### src/rtl/operand_entry_reg_if.sv
// Keypad-side bundle for operand_entry_reg: entry strobes and operator handshake in,
// operand and status out. The master drives the strobes and the slave is the register.
interface operand_entry_reg_if #(
    parameter int DIGITS = 4,
    parameter int OPW    = 2
);
    localparam int CW = $clog2(DIGITS + 1);

    logic                  enable;
    logic                  clear;
    logic                  load;
    logic [4*DIGITS-1:0]   load_val;
    logic                  digit_valid;
    logic [3:0]            digit;
    logic                  backspace;
    logic                  op_strobe;
    logic [OPW-1:0]        op_code;
    logic                  op_ack;
    logic [4*DIGITS-1:0]   Q;
    logic [CW-1:0]         count;
    logic                  empty;
    logic                  full;
    logic                  overflow;
    logic                  bad_digit;
    logic [OPW-1:0]        op_q;
    logic                  op_pending;

    modport master (
        output enable, clear, load, load_val, digit_valid, digit, backspace,
               op_strobe, op_code, op_ack,
        input  Q, count, empty, full, overflow, bad_digit, op_q, op_pending
    );

    modport slave (
        input  enable, clear, load, load_val, digit_valid, digit, backspace,
               op_strobe, op_code, op_ack,
        output Q, count, empty, full, overflow, bad_digit, op_q, op_pending
    );
endinterface

### src/rtl/operand_entry_reg.sv
// BCD operand entry register with pending-operator latch for the calculator datapath.
// Define OPERAND_ENTRY_BKSP_EN to build the backspace logic; otherwise backspace is ignored.
module operand_entry_reg #(
    parameter int DIGITS = 4,
    parameter int EN_POL = 1,
    parameter int OPW    = 2
) (
    input  logic                CLK,
    input  logic                reset,
    operand_entry_reg_if.slave  bus
);
    localparam int             W       = 4 * DIGITS;
    localparam int             CW      = $clog2(DIGITS + 1);
    localparam logic [CW-1:0]  CNT_MAX = CW'(DIGITS);
    localparam logic           EN_LVL  = (EN_POL != 0);

    typedef enum logic [1:0] {EMPTY, ENTRY, FULL, FRESH} state_t;

    state_t          state;
    logic [W-1:0]    q_r, q_nxt;
    logic [CW-1:0]   cnt_r, cnt_nxt;
    logic            ovf_r, ovf_nxt;
    logic            fresh, fresh_nxt;
    logic            bad_r, bad_nxt;
    logic [OPW-1:0]  op_r;
    logic            pend_r;
    logic            en;
    logic            bksp;

    assign en    = (bus.enable == EN_LVL);
    assign fresh = (state == FRESH);

`ifdef OPERAND_ENTRY_BKSP_EN
    assign bksp = bus.backspace;
`else
    assign bksp = 1'b0;
`endif

    // Significant digit count of a loaded value: position of the top nonzero nibble.
    function automatic logic [CW-1:0] sig_digits(input logic [W-1:0] v);
        logic [CW-1:0] n;
        n = '0;
        for (int i = 0; i < DIGITS; i++)
            if (v[4*i +: 4] != 4'd0) n = CW'(i + 1);
        return n;
    endfunction

    always_comb begin
        // NOTE: every output of this block gets a default first, so no path can infer a latch.
        q_nxt     = q_r;
        cnt_nxt   = cnt_r;
        ovf_nxt   = ovf_r;
        fresh_nxt = fresh;
        bad_nxt   = 1'b0;
        if (bus.clear) begin
            q_nxt     = '0;
            cnt_nxt   = '0;
            ovf_nxt   = 1'b0;
            fresh_nxt = 1'b0;
        end else if (bus.load) begin
            q_nxt     = bus.load_val;
            cnt_nxt   = sig_digits(bus.load_val);
            ovf_nxt   = 1'b0;
            fresh_nxt = 1'b0;
        end else if (bksp) begin
            if (cnt_r != '0 && !fresh) begin
                q_nxt   = q_r >> 4;
                cnt_nxt = cnt_r - 1'b1;
            end
        end else if (bus.digit_valid) begin
            if (bus.digit > 4'd9) begin
                bad_nxt = 1'b1;
            end else if (fresh) begin
                q_nxt     = W'(bus.digit);
                cnt_nxt   = CW'(bus.digit != 4'd0);
                ovf_nxt   = 1'b0;
                fresh_nxt = 1'b0;
            end else if (cnt_r == '0 && bus.digit == 4'd0) begin
                q_nxt = q_r;
            end else if (cnt_r < CNT_MAX) begin
                q_nxt   = {q_r[W-5:0], bus.digit};
                cnt_nxt = cnt_r + 1'b1;
            end else begin
                ovf_nxt = 1'b1;
            end
        end
        // The operand action above lands first; a strobe then marks the next digit as a new operand.
        if (bus.op_strobe) fresh_nxt = 1'b1;
    end

    always_ff @(posedge CLK) begin
        // NOTE: registered state uses non-blocking assignments only.
        if (reset) begin
            state  <= EMPTY;
            q_r    <= '0;
            cnt_r  <= '0;
            ovf_r  <= 1'b0;
            bad_r  <= 1'b0;
            op_r   <= '0;
            pend_r <= 1'b0;
        end else if (en) begin
            q_r   <= q_nxt;
            cnt_r <= cnt_nxt;
            ovf_r <= ovf_nxt;
            bad_r <= bad_nxt;
            if (fresh_nxt)              state <= FRESH;
            else if (cnt_nxt == '0)     state <= EMPTY;
            else if (cnt_nxt == CNT_MAX) state <= FULL;
            else                        state <= ENTRY;
            if (bus.op_strobe) begin
                op_r   <= bus.op_code;
                pend_r <= 1'b1;
            end else if (bus.op_ack) begin
                pend_r <= 1'b0;
            end
        end else begin
            bad_r <= 1'b0;
        end
    end

    assign bus.Q          = q_r;
    assign bus.count      = cnt_r;
    assign bus.empty      = (cnt_r == '0);
    assign bus.full       = (cnt_r == CNT_MAX);
    assign bus.overflow   = ovf_r;
    assign bus.bad_digit  = bad_r;
    assign bus.op_q       = op_r;
    assign bus.op_pending = pend_r;
endmodule

### src/flat_wrapper.sv
// flat-port wrapper written by rule: the top's interface ports become plain ports
module operand_entry_reg_flat 
#(
    parameter int DIGITS = 4,
    parameter int EN_POL = 1,
    parameter int OPW    = 2
)
  (CLK, reset, bus_enable, bus_clear, bus_load, bus_load_val, bus_digit_valid, bus_digit, bus_backspace, bus_op_strobe, bus_op_code, bus_op_ack, bus_Q, bus_count, bus_empty, bus_full, bus_overflow, bus_bad_digit, bus_op_q, bus_op_pending);
  operand_entry_reg_if #(.DIGITS(DIGITS), .OPW(OPW)) bus_i ();
  input  logic CLK;
  input  logic reset;
  input wire logic [$bits(bus_i.enable)-1:0] bus_enable;
  input wire logic [$bits(bus_i.clear)-1:0] bus_clear;
  input wire logic [$bits(bus_i.load)-1:0] bus_load;
  input wire logic [$bits(bus_i.load_val)-1:0] bus_load_val;
  input wire logic [$bits(bus_i.digit_valid)-1:0] bus_digit_valid;
  input wire logic [$bits(bus_i.digit)-1:0] bus_digit;
  input wire logic [$bits(bus_i.backspace)-1:0] bus_backspace;
  input wire logic [$bits(bus_i.op_strobe)-1:0] bus_op_strobe;
  input wire logic [$bits(bus_i.op_code)-1:0] bus_op_code;
  input wire logic [$bits(bus_i.op_ack)-1:0] bus_op_ack;
  output wire logic [$bits(bus_i.Q)-1:0] bus_Q;
  output wire logic [$bits(bus_i.count)-1:0] bus_count;
  output wire logic [$bits(bus_i.empty)-1:0] bus_empty;
  output wire logic [$bits(bus_i.full)-1:0] bus_full;
  output wire logic [$bits(bus_i.overflow)-1:0] bus_overflow;
  output wire logic [$bits(bus_i.bad_digit)-1:0] bus_bad_digit;
  output wire logic [$bits(bus_i.op_q)-1:0] bus_op_q;
  output wire logic [$bits(bus_i.op_pending)-1:0] bus_op_pending;
  assign bus_i.enable = bus_enable;
  assign bus_i.clear = bus_clear;
  assign bus_i.load = bus_load;
  assign bus_i.load_val = bus_load_val;
  assign bus_i.digit_valid = bus_digit_valid;
  assign bus_i.digit = bus_digit;
  assign bus_i.backspace = bus_backspace;
  assign bus_i.op_strobe = bus_op_strobe;
  assign bus_i.op_code = bus_op_code;
  assign bus_i.op_ack = bus_op_ack;
  assign bus_Q = bus_i.Q;
  assign bus_count = bus_i.count;
  assign bus_empty = bus_i.empty;
  assign bus_full = bus_i.full;
  assign bus_overflow = bus_i.overflow;
  assign bus_bad_digit = bus_i.bad_digit;
  assign bus_op_q = bus_i.op_q;
  assign bus_op_pending = bus_i.op_pending;
  operand_entry_reg #(.DIGITS(DIGITS), .EN_POL(EN_POL), .OPW(OPW)) u_core (.CLK(CLK), .reset(reset), .bus(bus_i));
endmodule
### config.mk
export PLATFORM = sky130hd
export DESIGN_NAME = operand_entry_reg_flat
export DESIGN_NICKNAME = d
export VERILOG_FILES = /design/src/rtl/operand_entry_reg_if.sv /design/src/rtl/operand_entry_reg.sv /design/src/flat_wrapper.sv
export SDC_FILE = /design/constraint.sdc
export NUM_CORES = 1
export LEC_CHECK = 0
export CORE_UTILIZATION = 46
export CTS_CLUSTER_DIAMETER = 30
export CTS_CLUSTER_SIZE = 8
export DETAILED_ROUTE_END_ITERATION = 10
export PLACE_DENSITY = 0.93
export SLEW_MARGIN = 15
export SYNTH_ARGS = -nofsm -noshare
export SYNTH_HDL_FRONTEND = slang
export SYNTH_SLANG_ARGS = --single-unit
### constraint.sdc
create_clock -name CLK -period 3.75 [get_ports CLK]
set_clock_uncertainty 0.2 [all_clocks]
set_input_delay 0.375 -clock CLK [delete_from_list [all_inputs] [get_ports CLK]]
set_output_delay 0.375 -clock CLK [all_outputs]
set_load 0.01 [all_outputs]
# [After elaboration in Yosys (flattened, before gate mapping)]
# Cells that the tools add are included.
# Widths: inputs -> output; s select.
[classes] add_sub_neg=1 n_lt_le_gt_ge=2 muxes=36 bitwise_logic=2 eq_ne=6 n_reduce_logical=17
[op_table] op="$mux 16" n=7
[op_table] op="$mux 3" n=8
[op_table] op="$reduce_bool 4->1" n=6
[op_table] op="$mux 1" n=16
[op_table] op="$mux 2" n=5
[op_table] op="$reduce_and 5->1" n=2
[op_table] op="$ne 4x3->1 const B" n=2
[op_table] op="$eq 3x3->1 const B" n=2
[op_table] op="$logic_not 3->1" n=2
[op_table] op="$reduce_or 5->1" n=1
[op_table] op="$gt 4x4->1 const B" n=1
[op_table] op="$logic_not 4->1" n=1
[op_table] op="$reduce_and 2->1" n=2
[op_table] op="$add 3x1->3 const B" n=1
[op_table] op="$lt 3x3->1 const B" n=1
[op_table] op="$ne 3x3->1 const B" n=1
[op_table] op="$reduce_bool 3->1" n=1
[op_table] op="$eq 2x2->1 const B" n=1
[op_table] op="$not 1->1" n=2
[op_table] op="$reduce_bool 2->1" n=1
[op_table] op="$logic_and 1x1->1" n=1
[word_totals] register_bits=26 out_inout_bits=26 in_bits=31 wordCells=71

# [Longest topological paths before layout]
[logic_depth] word_depth=12 ltp_mapped=8

# [Least setup slack after synthesis]
# Ideal clock, no wire load.
[synth_timing] path_type="flip-flop to flip-flop" startpoint="reg u_core.cnt_r[0], in the netlist u_core.bus.count[0]" endpoint="reg u_core.state[1]" n_path_buf=0 arrival_ps=1830 path_stages_with_launch=8 slack_ps=1641 setup_ps=79 cell_sequence="dfxtp_1 -> inv_1 -> ha_1 -> and3_2 -> or3_1 -> a41oi_2 -> nand3_2 -> a211oi_2"
[synth_between] elab_chain_cells=12 elab_cells_between_ends=16
[synth_lines] element="start, declared" line="operand_entry_reg.sv:21" rtl="logic [CW-1:0] cnt_r, cnt_nxt;"
[synth_lines] element="start signal, assigned" line="operand_entry_reg.sv:103" rtl="cnt_r <= cnt_nxt;"
[synth_lines] element="$add 3x1->3, or another cell as far along" line="operand_entry_reg.sv:82" rtl="cnt_nxt = cnt_r + 1'b1;"
[synth_lines] element="$mux 3 or $logic_and 1x1->1 (tied branches)" line="operand_entry_reg.sv:80, operand_entry_reg.sv:78"
[synth_lines] element="$mux 3" line="operand_entry_reg.sv:78" rtl="end else if (cnt_r == '0 && bus.digit == 4'd0) begin"
[synth_lines] element="$mux 3" line="operand_entry_reg.sv:73" rtl="end else if (fresh) begin"
[synth_lines] element="$mux 3" line="operand_entry_reg.sv:71" rtl="if (bus.digit > 4'd9) begin"
[synth_lines] element="$mux 3 *" line="operand_entry_reg.sv:70" rtl="end else if (bus.digit_valid) begin"
[synth_lines] element="$mux 3 *" line="operand_entry_reg.sv:60" rtl="end else if (bus.load) begin"
[synth_lines] element="$mux 3 *" line="operand_entry_reg.sv:55" rtl="if (bus.clear) begin"
[synth_lines] element="$eq 3x3->1" line="operand_entry_reg.sv:108" rtl="else if (cnt_nxt == CNT_MAX) state <= FULL;"
[synth_lines] element="$mux 2" line="operand_entry_reg.sv:108"
[synth_lines] element="$mux 2 *" line="operand_entry_reg.sv:107" rtl="else if (cnt_nxt == '0) state <= EMPTY;"
[synth_lines] element="$mux 2 *" line="operand_entry_reg.sv:106" rtl="if (fresh_nxt) state <= FRESH;"
[synth_lines] element="end signal, assigned" line="operand_entry_reg.sv:106"
[synth_lines] element="end signal, assigned" line="operand_entry_reg.sv:107"
[synth_lines] element="end signal, assigned" line="operand_entry_reg.sv:108"
[synth_lines] element="end, declared" line="operand_entry_reg.sv:19" rtl="state_t state;"
# Every way passes the cells marked *; elsewhere a longest branch is shown, timed or not.
# A chain may end at the register's enable or synchronous reset.

# [Worst setup path in the final report]
[layout_timing] startpoint="in bus_load" endpoint="reg u_core.state[0]"
[layout_between] elab_chain_cells=6 elab_cells_between_ends=10
[layout_lines] element="start, declared" line="flat_wrapper.sv:14" rtl="input wire logic [$bits(bus_i.load)-1:0] bus_load;"
[layout_lines] element="$mux 3" line="operand_entry_reg.sv:60"
[layout_lines] element="$mux 3" line="operand_entry_reg.sv:55"
[layout_lines] element="$eq 3x3->1" line="operand_entry_reg.sv:108"
[layout_lines] element="$mux 2" line="operand_entry_reg.sv:108"
[layout_lines] element="$mux 2" line="operand_entry_reg.sv:107"
[layout_lines] element="$mux 2 *" line="operand_entry_reg.sv:106"
# Marks and branches as above.

==> out/metrics.csv <==
metric;value;unit
layout cells sized above 1;8.33;%
hold path start;u_core.bus.op_q[0]$_SDFFE_PP0P_;
port buffer count;55;
CP Capture Type;register;
main combinational cell family by area after synthesis;simple AND/OR/NAND/NOR gates;
register area share after synthesis;37.4;%
initial antenna violation count;0;
leakage power;0.709;nW
first-pass GRT wire length;5940;um
core box area;2810;um2
Synth Area in Simple Gates;28.8;%
Num Clock Sinks;26;
Syn. warnings;0;
Reg clk slew, reported paths;0.15;ns
WL per Instance;14.4;um
slowest stage delay, CP;0.81;ns
Peak supply drop;181;uV
mux contribution to synthesized area;3.59;%
Post-DP HPWL;2650;um
Reg2Reg Launch Point;u_core.bus.count[0]$_SDFFE_PP0P_;
Final ANT Viol Nets;0;
top_reg_cell synth;dfxtp_1;
setup ws final;1.09;ns
Yosys cell types;38;
Root Driver;clkbuf_4;
Fin. Hold Viols;0;
most frequent cells in the layout;55 x clkdlybuf4s50_1, 26 x dfxtp_1, 23 x nor2_1;
Post-synth ARST share;0;%
Top-Level Pins;57;
CTS resizes;0;
Syn Inst Count;167;
detailed-route wire length;3550;um
depth of the worst register-to-register path;7;
Synth Area in Compound Gates;23.3;%
share of the synthesized area in the top cell type;37.4;%
Hold EP;u_core.bus.op_q[0]$_SDFFE_PP0P_;
Post-CTS Setup Inserts;0;
Nets;250;
Final Max Slew Viols;0;
vias in the first global route;1342;
clock latency on the worst-skew pair;0.33;ns
setup TNS;0;ns
antenna fix cells;0;
worst min-delay path class;reg -> reg;
WP data arrival;2.70;ns
CTS Buf Count;3;
H-tree depth;1;
DRT iter0 DRCs;78;
Die W;57.0;um
Post-Synth XOR/XNOR Area;0;%
Worst Path Max Fanout;12;
final instance area;2000;um2
synth top area cells;dfxtp_1 37%, a221oi_1 6.9%, nor3_1 6.8%;
Worst R2R Setup Slack;1.37;ns
reg2reg end;u_core.bus.Q[9]$_SDFFE_PP0P_;
Setup Crit Path Kind;in -> reg;
setup violators final;0;
Mapped Area;1390;um2
Area after DPL;1940;um2
commonest non-fill, non-tap cell in the layout;clkdlybuf4s50_1;
FP Rows;19;
Final Critical Period;2.66;ns
Mean Syn Cell Area;8.34;um2
register bit total from synthesis;26;
syn nets;200;
DRC viols;7;
period utilization;71.0;%
via count;1468;
highest-delay cell along the critical path;clkdlybuf4s50_1;
Post-CTS Hold Buffers;0;
failing checks;design-rule violations;
Slew HR;33.6;%
Peak Freq;376;MHz
Pwr Density;335;nW/um2
Starting Density;49.6;%
via/cell ratio;5.94;
Critical Path RT;3.78;ns
drt pass-1 iters;7;
Place WS;0.640;ns
grt ovf;0;
clock tree buffer depth;2;
Worst Hold Depth;2;
largest net degree at the start of global routing;27;
number of max-cap violations;0;
area grow syn2layout;43.5;%
status;finished with violations;
delay-heaviest family, CP;simple AND/OR/NAND/NOR gates;
chip height;57.0;um
GP Congestion;0.885;
Critical path buffers and inverters;1;
worst slew pin tran;0.993;ns
die area;3250;um2
Tot GR Track Use;23.0;%
EDFF count, synth;0;
largest area contributor in the netlist;dfxtp_1;
RSZ-0062 raised after global routing;no;
CTS tree;done;
CP startpoint kind;primary input;
Synth Area in Adders;1.80;%
CP cell instances;clkdlybuf4s50_1 > nor2b_1 > and2_2 > a22o_1 > a311oi_4 > a311oi_1;
## report_power, final
part | switching, mW | leakage, nW | internal (mW) | total (mW)
registers | 0.0151 | 0.214 | 0.293 | 0.308
logic | 0.0766 | 0.468 | 0.0869 | 0.163
clock network | 0.0897 | 0.0279 | 0.108 | 0.198
## cells in the mapped netlist (all sizes together) (3+ instances only)
| master | instances |
|---|---|
| inv | 4 |
| and2 | 3 |
| a311oi | 4 |
| dfxtp | 26 |
| a21oi | 10 |
| a211oi | 3 |
| nand3 | 6 |
| nor2 | 25 |
| clkbuf | 8 |
| mux2i | 5 |
| nand2 | 13 |
| nor3 | 19 |
| nor4 | 5 |
| buf | 4 |
| a221oi | 11 |
| or3 | 3 |
## how the worst max path moves through the flow
stage	cells after the start	slack, ns	end	from
2_1_floorplan	7	1.64	u_core.state[1]$_SDFFE_PP0P_	u_core.bus.count[0]$_SDFFE_PP0P_
3_3_place_gp	6	0.74	u_core.bus.Q[7]$_SDFFE_PP0P_	bus_load
3_5_place_dp	6	0.64	u_core.bus.Q[9]$_SDFFE_PP0P_	bus_load
4_1_cts	6	0.99	u_core.bus.Q[9]$_SDFFE_PP0P_	bus_load
5_1_grt	6	1.04	u_core.state[0]$_SDFFE_PP0P_	bus_load
6_report	6	1.09	u_core.state[0]$_SDFFE_PP0P_	bus_load
## final cells by class
class	instances	area (um2)
Clock buffer	3	22.5
Clock inverter	1	30.0
Fill cell	223	807
Inverter	4	15.0
Multi-Input combinational cell	125	806
Sequential cell	26	520
Tap cell	31	38.8
Timing Repair Buffer	57	566
## sequential cells by signal, indices dropped and copies added, names as in the netlist
register / count
u_core.bus.bad_digit: 1
u_core.bus.count: 3
u_core.bus.overflow: 1
u_core.bus.op_pending: 1
u_core.bus.Q: 16
u_core.bus.op_q: 2
u_core.state: 2
## cells by family (layout without fill, tap and decap cells)
logic type | Yosys count | in the layout
buffers and inverters | 16 | 65
adders and majority gates | 2 | 2
muxes | 5 | 5
AOI/OAI and AO/OA | 39 | 39
and+or+nand+nor | 79 | 79
DFF | 26 | 26
## routing by layer
layer / vias to the layer above / GRT usage [%] / wire, um
met2: 68 / 36.5 / 1680
met1: 679 / 31.4 / 1500
met4: 0 / 6.62 / 34
met3: 4 / 5.44 / 331
li1: 717 / - / -
met5: - / 0 / 0
## tightest hold or removal path: stages, from the launching register on
cell,delay (ns)
dfxtp_1,0.34
nand2_1,0.05
a21oi_1,0.05
## metrics by stage
stage	power [mW]	hold WS, ns	utilization [%]	instances
after floorplan	0.393	0.274	-	167
after global placement	0.473	0.244	69.2	243
after detailed placement	0.476	0.253	69.2	243
after CTS	0.669	0.272	71.1	247
after global routing	0.699	0.306	71.2	247
final	0.670	0.267	71.2	247
Power figures use the tool's default switching activity.
